`src/rtl/reg_file_banked.sv`:
```
// ---------------------------------------------------------------------------
// reg_file_banked
//
// Banked special/general register file for the small CPU core. Holds the
// INDF/TMR0/PCL/STATUS/FSR/PORTA/PORTB/OPTION registers plus general RAM.
// File locations 0x07..(2^(AW-1)-1) are common RAM shared by every bank.
// The upper half of the direct space is banked RAM, NBANK banks deep.
// INDF (address 0) is a true indirect access through FSR.
//
// Compile-time option:
//   TMR0_PRESCALER_EN - when defined, OPTION[3]=PSA and OPTION[2:0]=PS drive an
//                       8-bit prescaler in front of TMR0. When undefined, every
//                       tmr0_inc pulse counts, and OPTION is stored but unused.
//
// Ports:
//   clk, rst              clock, synchronous active-high reset
//   f_wr, f_adrs          file write strobe and direct file address
//   f_in_data             write data
//   f_out_data            combinational read data
//   PCL1                  current PC low byte, returned on PCL reads
//   C_en/DC_en/Z_en       ALU flag update enables
//   C_new/DC_new/Z_new    ALU flag values
//   SLEEP, CLRWDT, wdtmr  power-down / watchdog events (TO_N/PD_N)
//   tmr0_inc              TMR0 count event
//   opt_wr                OPTION instruction strobe (loads f_in_data[5:0])
//   porta_in, portb_in    port pin inputs (returned on PORTA/PORTB reads)
//   PORTA, PORTB          port output latches
//   FSR                   file select register
//   C                     carry flag
//   PCL_wr                direct write to PCL this cycle
//   tmr0_ovf              one-cycle pulse after TMR0 wraps to zero
// ---------------------------------------------------------------------------
module reg_file_banked #(
    parameter int DW    = 8,
    parameter int AW    = 5,
    parameter int NBANK = 4,
    parameter int PAW   = 4,
    parameter int BW    = 2
) (
    input  logic              clk,
    input  logic              rst,
    input  logic              f_wr,
    input  logic [AW-1:0]     f_adrs,
    input  logic [DW-1:0]     f_in_data,
    output logic [DW-1:0]     f_out_data,
    input  logic [DW-1:0]     PCL1,
    input  logic              C_en,
    input  logic              DC_en,
    input  logic              Z_en,
    input  logic              C_new,
    input  logic              DC_new,
    input  logic              Z_new,
    input  logic              SLEEP,
    input  logic              CLRWDT,
    input  logic              wdtmr,
    input  logic              tmr0_inc,
    input  logic              opt_wr,
    input  logic [PAW-1:0]    porta_in,
    input  logic [DW-1:0]     portb_in,
    output logic [PAW-1:0]    PORTA,
    output logic [DW-1:0]     PORTB,
    output logic [AW+BW-1:0]  FSR,
    output logic              C,
    output logic              PCL_wr,
    output logic              tmr0_ovf
);

    localparam int FW   = AW + BW;        // FSR width
    localparam int HALF = 2 ** (AW - 1);  // words per half of the direct space

    // -----------------------------------------------------------------------
    // State
    // -----------------------------------------------------------------------
    logic [FW-1:0]  fsr_q;
    logic [DW-1:0]  tmr0_q;
    logic [2:0]     pa_q;
    logic           to_n_q;
    logic           pd_n_q;
    logic           z_q;
    logic           dc_q;
    logic           c_q;
    logic [PAW-1:0] porta_q;
    logic [DW-1:0]  portb_q;
    logic [5:0]     option_q;
    logic [1:0]     inhibit_q;   // TMR0 counting suppressed while non-zero
    logic           ovf_q;

    logic [DW-1:0]  common_ram [HALF];
    logic [DW-1:0]  bank_ram   [NBANK*HALF];

    // -----------------------------------------------------------------------
    // Address decode
    // -----------------------------------------------------------------------
    logic [FW-1:0]    ea;
    logic [AW-1:0]    ea_lo;
    logic [BW-1:0]    ea_bank;
    logic [AW-2:0]    ram_off;
    logic             ram_hi;
    logic             is_ram;
    logic             wr_tmr0;
    logic             wr_status;
    logic             wr_fsr;
    logic             wr_porta;
    logic             wr_portb;

    // Address 0 goes indirect: the whole FSR (bank bits included) is the
    // effective address. Direct accesses borrow only the bank bits.
    assign ea      = (f_adrs == '0) ? fsr_q : {fsr_q[FW-1:AW], f_adrs};
    assign ea_lo   = ea[AW-1:0];
    assign ea_bank = ea[FW-1:AW];
    assign ram_hi  = ea_lo[AW-1];
    assign ram_off = ea_lo[AW-2:0];
    assign is_ram  = ram_hi | (ea_lo >= AW'(7));

    // ea_lo == 0 only happens when FSR points back at INDF; it matches no
    // write enable below, so such a write is dropped.
    assign wr_tmr0   = f_wr & (ea_lo == AW'(1));
    assign wr_status = f_wr & (ea_lo == AW'(3));
    assign wr_fsr    = f_wr & (ea_lo == AW'(4));
    assign wr_porta  = f_wr & (ea_lo == AW'(5));
    assign wr_portb  = f_wr & (ea_lo == AW'(6));

    assign PCL_wr = f_wr & (f_adrs == AW'(2));

    // -----------------------------------------------------------------------
    // Read mux
    // -----------------------------------------------------------------------
    always_comb begin
        f_out_data = '0;
        case (ea_lo)
            AW'(0):  f_out_data = '0;
            AW'(1):  f_out_data = tmr0_q;
            AW'(2):  f_out_data = PCL1;
            AW'(3):  f_out_data = DW'({pa_q, to_n_q, pd_n_q, z_q, dc_q, c_q});
            AW'(4):  f_out_data = {{(DW-FW){1'b1}}, fsr_q};
            AW'(5):  f_out_data = DW'(porta_in);
            AW'(6):  f_out_data = portb_in;
            default: begin
                if (ram_hi) f_out_data = bank_ram[{ea_bank, ram_off}];
                else        f_out_data = common_ram[ram_off];
            end
        endcase
    end

    // -----------------------------------------------------------------------
    // TMR0 count qualification
    // -----------------------------------------------------------------------
    logic tmr0_qual;

`ifdef TMR0_PRESCALER_EN
    logic [7:0] presc_q;
    logic [7:0] presc_lim;
    logic       psa;
    logic       cnt_evt;

    assign psa       = option_q[3];
    // Terminal count 2^(PS+1)-1: PS=0 -> 1, PS=7 -> 255.
    assign presc_lim = 8'hFF >> (3'd7 - option_q[2:0]);
    assign cnt_evt   = tmr0_inc & (inhibit_q == 2'd0) & ~wr_tmr0;
    assign tmr0_qual = psa ? cnt_evt : (cnt_evt & (presc_q == presc_lim));

    always_ff @(posedge clk) begin
        if (rst) begin
            presc_q <= '0;
        end else if (wr_tmr0) begin
            presc_q <= '0;
        end else if (cnt_evt && !psa) begin
            presc_q <= (presc_q == presc_lim) ? 8'd0 : presc_q + 8'd1;
        end
    end

    logic unused_option;
    assign unused_option = ^option_q[5:4];
`else
    assign tmr0_qual = tmr0_inc;

    logic unused_option;
    assign unused_option = ^option_q;
`endif

    // -----------------------------------------------------------------------
    // TMR0, write-inhibit window and overflow pulse
    // -----------------------------------------------------------------------
    always_ff @(posedge clk) begin
        if (rst) begin
            tmr0_q    <= '0;
            inhibit_q <= 2'd0;
            ovf_q     <= 1'b0;
        end else begin
            ovf_q <= 1'b0;
            if (wr_tmr0) begin
                // A write drops any same-cycle count and blocks the next two.
                tmr0_q    <= f_in_data;
                inhibit_q <= 2'd2;
            end else if (inhibit_q != 2'd0) begin
                inhibit_q <= inhibit_q - 2'd1;
            end else if (tmr0_qual) begin
                tmr0_q <= tmr0_q + DW'(1);
                ovf_q  <= &tmr0_q;
            end
        end
    end

    // -----------------------------------------------------------------------
    // Special registers with reset
    // -----------------------------------------------------------------------
    always_ff @(posedge clk) begin
        if (rst) begin
            fsr_q    <= '0;
            pa_q     <= 3'd0;
            to_n_q   <= 1'b1;
            pd_n_q   <= 1'b1;
            porta_q  <= '0;
            portb_q  <= '0;
            option_q <= 6'h3F;
        end else begin
            if (wr_fsr)    fsr_q   <= f_in_data[FW-1:0];
            if (wr_status) pa_q    <= f_in_data[7:5];
            if (wr_porta)  porta_q <= f_in_data[PAW-1:0];
            if (wr_portb)  portb_q <= f_in_data;
            if (opt_wr)    option_q <= f_in_data[5:0];

            if (CLRWDT) begin
                to_n_q <= 1'b1;
                pd_n_q <= 1'b1;
            end else if (SLEEP) begin
                to_n_q <= 1'b1;
                pd_n_q <= 1'b0;
            end else if (wdtmr) begin
                to_n_q <= 1'b0;
            end
        end
    end

    // -----------------------------------------------------------------------
    // ALU flags (not reset). Any active ALU enable blocks a STATUS write from
    // touching all three flags; only the enabled flags then change.
    // -----------------------------------------------------------------------
    logic alu_any;
    assign alu_any = C_en | DC_en | Z_en;

    always_ff @(posedge clk) begin
        if (!rst) begin
            if (alu_any) begin
                if (C_en)  c_q  <= C_new;
                if (DC_en) dc_q <= DC_new;
                if (Z_en)  z_q  <= Z_new;
            end else if (wr_status) begin
                z_q  <= f_in_data[2];
                dc_q <= f_in_data[1];
                c_q  <= f_in_data[0];
            end
        end
    end

    // -----------------------------------------------------------------------
    // General RAM (not reset)
    // -----------------------------------------------------------------------
    always_ff @(posedge clk) begin
        if (!rst && f_wr && is_ram) begin
            if (ram_hi) bank_ram[{ea_bank, ram_off}] <= f_in_data;
            else        common_ram[ram_off]          <= f_in_data;
        end
    end

    assign PORTA    = porta_q;
    assign PORTB    = portb_q;
    assign FSR      = fsr_q;
    assign C        = c_q;
    assign tmr0_ovf = ovf_q;

endmodule
```
`config.mk`:
```
export PLATFORM = sky130hd
export DESIGN_NAME = reg_file_banked
export DESIGN_NICKNAME = d
export VERILOG_FILES = /design/src/rtl/reg_file_banked.sv
export SDC_FILE = /design/constraint.sdc
export NUM_CORES = 1
export LEC_CHECK = 0
export BUFFER_PORTS_ARGS = -buffer_cell sky130_fd_sc_hd__buf_4
export CAP_MARGIN = 10
export CORE_ASPECT_RATIO = 1.4
export CORE_UTILIZATION = 43
export CTS_CLUSTER_SIZE = 14
export DETAILED_ROUTE_END_ITERATION = 10
export SLEW_MARGIN = 0
export SYNTH_ARGS = -nofsm -noshare
export SYNTH_HDL_FRONTEND = slang
export SYNTH_SLANG_ARGS = --single-unit
export TNS_END_PERCENT = 20
```
`constraint.sdc`:
```
create_clock -name clk -period 4.15 [get_ports clk]
set_clock_uncertainty 0.05 [all_clocks]
set_input_delay 0.83 -clock clk [delete_from_list [all_inputs] [get_ports clk]]
set_output_delay 0.83 -clock clk [all_outputs]
set_load 0.1 [all_outputs]
```
==> impl_metrics.ini <==
[status]
status = finished, violations left
violations = negative setup slack

[timing]
max_freq_ghz = 0.227
slew_headroom_pct = 34.2
rsz0062_at_grt = yes
setup_slack_ns = -0.250
fin_crit_sh_pct = 106
final_max_slew_viol_count = 0
tightest_slew_ns = 0.988
hold_violations = 0
fin_crit_ns = 4.40
setup_violations = 8

[synth]
yosysSeqAreaShare_pct = 71.5
syn_area_um2 = 25600
yosysTopAreaCell = edfxtp_1
syn_inst = 1696
netlist.area_leader.share_pct = 68.8
synth_cell_type_count = 73
synth_seq_cells = 622
ys.flop_type = edfxtp_1
syn_area_per_cell_um2 = 15.1
ys.warnings.count = 0
async_reset_ff_share_pct = 0
synthTopCellsByArea = edfxtp_1 (69%), mux4_2 (5.4%), nand2_1 (3.1%)
synth-edff-count = 587
syn-num-nets = 1744

[detailed_routing]
first_iter_violations = 1903
vias = 17044
drtPass1Iterations = 6
viasPerCell = 5.93
drt_wl_total_um = 77800
drtAntennaViolNets = 0
routedWlPerCell_um = 27.1
drc = 0

[critical_path]
cp-start-kind = input port
crit_top_cell = buf_12
max_stage_delay_ns = 0.47
cp_cell_sequence = buf_12 -> nor4_4 -> buf_12 -> buf_12 -> buf_12 -> buf_4 -> buf_4 -> a211oi_1 -> a211oi_1 -> nor4_1 -> buf_4 -> a31o_2 -> a211oi_4 -> a31oi_4 -> buf_12
critPathArrivalTime_ns = 3.52
crit_required_ns = 3.27
crit_type = input port to primary output
path_max_fanout = 5
end_kind = primary output
cp_slowest_cell = a211oi_1
r2r_cells = 8

[floorplanning]
fp.dieW_um = 208
core_area_um2 = 58700
start_util_pct = 43.6
io_pins = 77
rows = 105
die_area_um2 = 60600
die_h_um = 291

[cts]
cts_tree = built
ctsHoldBuffers = 0
cts.sinks = 622
clkSlewWorstSetupHoldPaths_ns = 0.06
cts_buffers = 57
root_buffer = clkbuf_16
clkLatencyLatePin_ns = 0.62
htreeDepth = 2
cts_max_path_buffers = 3

[global_routing]
use_met3_pct = 3.83
use_met1_pct = 30.8
grt_util_all_layers_pct = 25.7
grt_busiest_layer = met2
grt_pass1_wl_um = 113000
grt_max_degree = 79
use_met2_pct = 44.3
grt_overflow = 0
grt_pass1_vias = 17191
antenna_found_initial = 0

[placed_design]
place.port_buffers = 75
hpwlAfterDp_um = 50200
dp_cells = 2735
place.gp.congestion = 0.949

[finish]
area_delta_synth_final_pct = 26.8
final_core_utilization_pct = 55.3
final_cell_mix = edfxtp_1 (587), buf_4 (370), nand2_1 (211)
final-instance-count-excl-fill = 2874
final_common_cell = edfxtp_1
nFillCells = 4662
diodes = 0
drive_gt1_share_pct = 31.6
final_nets = 2130

[worst_hold_path]
hp-class = input port to flop
min_path_cells = 2

[job]
maxCapViolCount = 0

[pwr]
pwr_density_cell_nw_per_um2 = 406
power_leakage_nw = 11.3
peakVddDrop_uv = 302
## layout make-up
type                       count  area, um2  area share (%)
multi-input combinational    931       7280            22.4
inverter                      34        128           0.393
clock inverter                30        264           0.813
tap                          749        937            2.88
sequential                   622      18300            56.4
timing repair buffer         436       4020            12.4
clock buffer                  72       1530            4.69
## final timing paths
path / from / to / slack [ns]
worst min-delay path: wdtmr / to_n_q / 0.35
worst max register to register: FSR[1] / bank_ram[43][5] / 1.10
worst max-delay path: f_adrs[4] / f_out_data[5] / -0.25
worst min register to register: pa_q[1] / pa_q[1] / 0.41
## synthesized netlist by cell type, types with 4 or more instances
cell type	instances
a2111oi_0	4
a211oi_1	65
a21o_1	4
a21oi_1	65
a221oi_1	12
a22o_1	5
a22oi_1	25
a311oi_1	9
a31o_2	4
a31oi_1	19
a32o_1	7
a32oi_1	18
and3_1	15
buf_2	36
buf_4	10
buf_6	7
clkbuf_1	53
dfxtp_1	35
edfxtp_1	587
inv_1	33
mux2_2	5
mux2i_1	71
mux4_2	62
nand2_1	211
nand2b_1	6
nand3_1	64
nand4_1	7
nor2_1	114
nor2b_1	13
nor3_1	19
nor4_1	6
o211a_1	8
o21ai_0	17
o22ai_1	4
o311ai_0	10
xor2_1	4
## per-layer routing
metal	share of wire, %	vias up
li1	-	7440
met1	37	8630
met2	50	752
met3	6.9	222
met4	6.0	0
met5	0	-
## sequential cells by signal, indices dropped and copies added, names as in the netlist, 2 cells and up
register    cells
tmr0_q          8
PORTB           8
pa_q            3
inhibit_q       2
common_ram     72
PORTA           4
FSR             7
bank_ram      512
## timing repair
action | CTS | global route
endpoints found under the setup margin | 8 | 8
buffers inserted | 32 | 4
pin swaps | 32 | 11
cloned | 6 | 0
resized for setup | 132 | 29
## logic make-up (layout without fill, tap and decap cells)
family | count (synthesis) | in the layout | share of synthesized area (%)
flops | 622 | 622 | 71.5
simple gates | 474 | 474 | 8.26
compound gates | 311 | 311 | 8.86
buf+inv | 143 | 572 | 2.62
mux | 138 | 138 | 8.44
xor+xnor | 7 | 7 | 0.239
fa+ha+maj | 1 | 1 | 0.0488
## where the power goes
| group | internal (W) | leakage (nW) | total [W] | switching, W |
|---|---|---|---|---|
| registers | 0.00687 | 5.56 | 0.00689 | 0.0000109 |
| logic | 0.000470 | 4.83 | 0.00117 | 0.000697 |
| clock network | 0.00289 | 0.868 | 0.00514 | 0.00225 |
## worst max-delay path, delay by kind of cell
kind	cells	cell delay [ns]
AOI/OAI and AO/OA	5	1.14
buffers and inverters	8	1.08
and+or+nand+nor	2	0.46
## through the flow
| step | hold slack [ns] | setup WS, ns | setup TNS [ns] | total power [W] | area (um2) |
|---|---|---|---|---|---|
| after global routing | 0.364 | -0.257 | -1.86 | 0.0135 | 32500 |
| after global placement | 0.385 | -0.653 | -3.65 | 0.00800 | 29400 |
| after detailed placement | 0.402 | -0.593 | -3.53 | 0.00802 | 29400 |
| after floorplan | 0.372 | -0.336 | -1.15 | 0.00749 | 25700 |
| final | 0.348 | -0.250 | -1.47 | 0.0132 | 32500 |
| after CTS | 0.318 | -0.179 | -1.23 | 0.0132 | 32300 |
(Power assumes the default switching activity.)
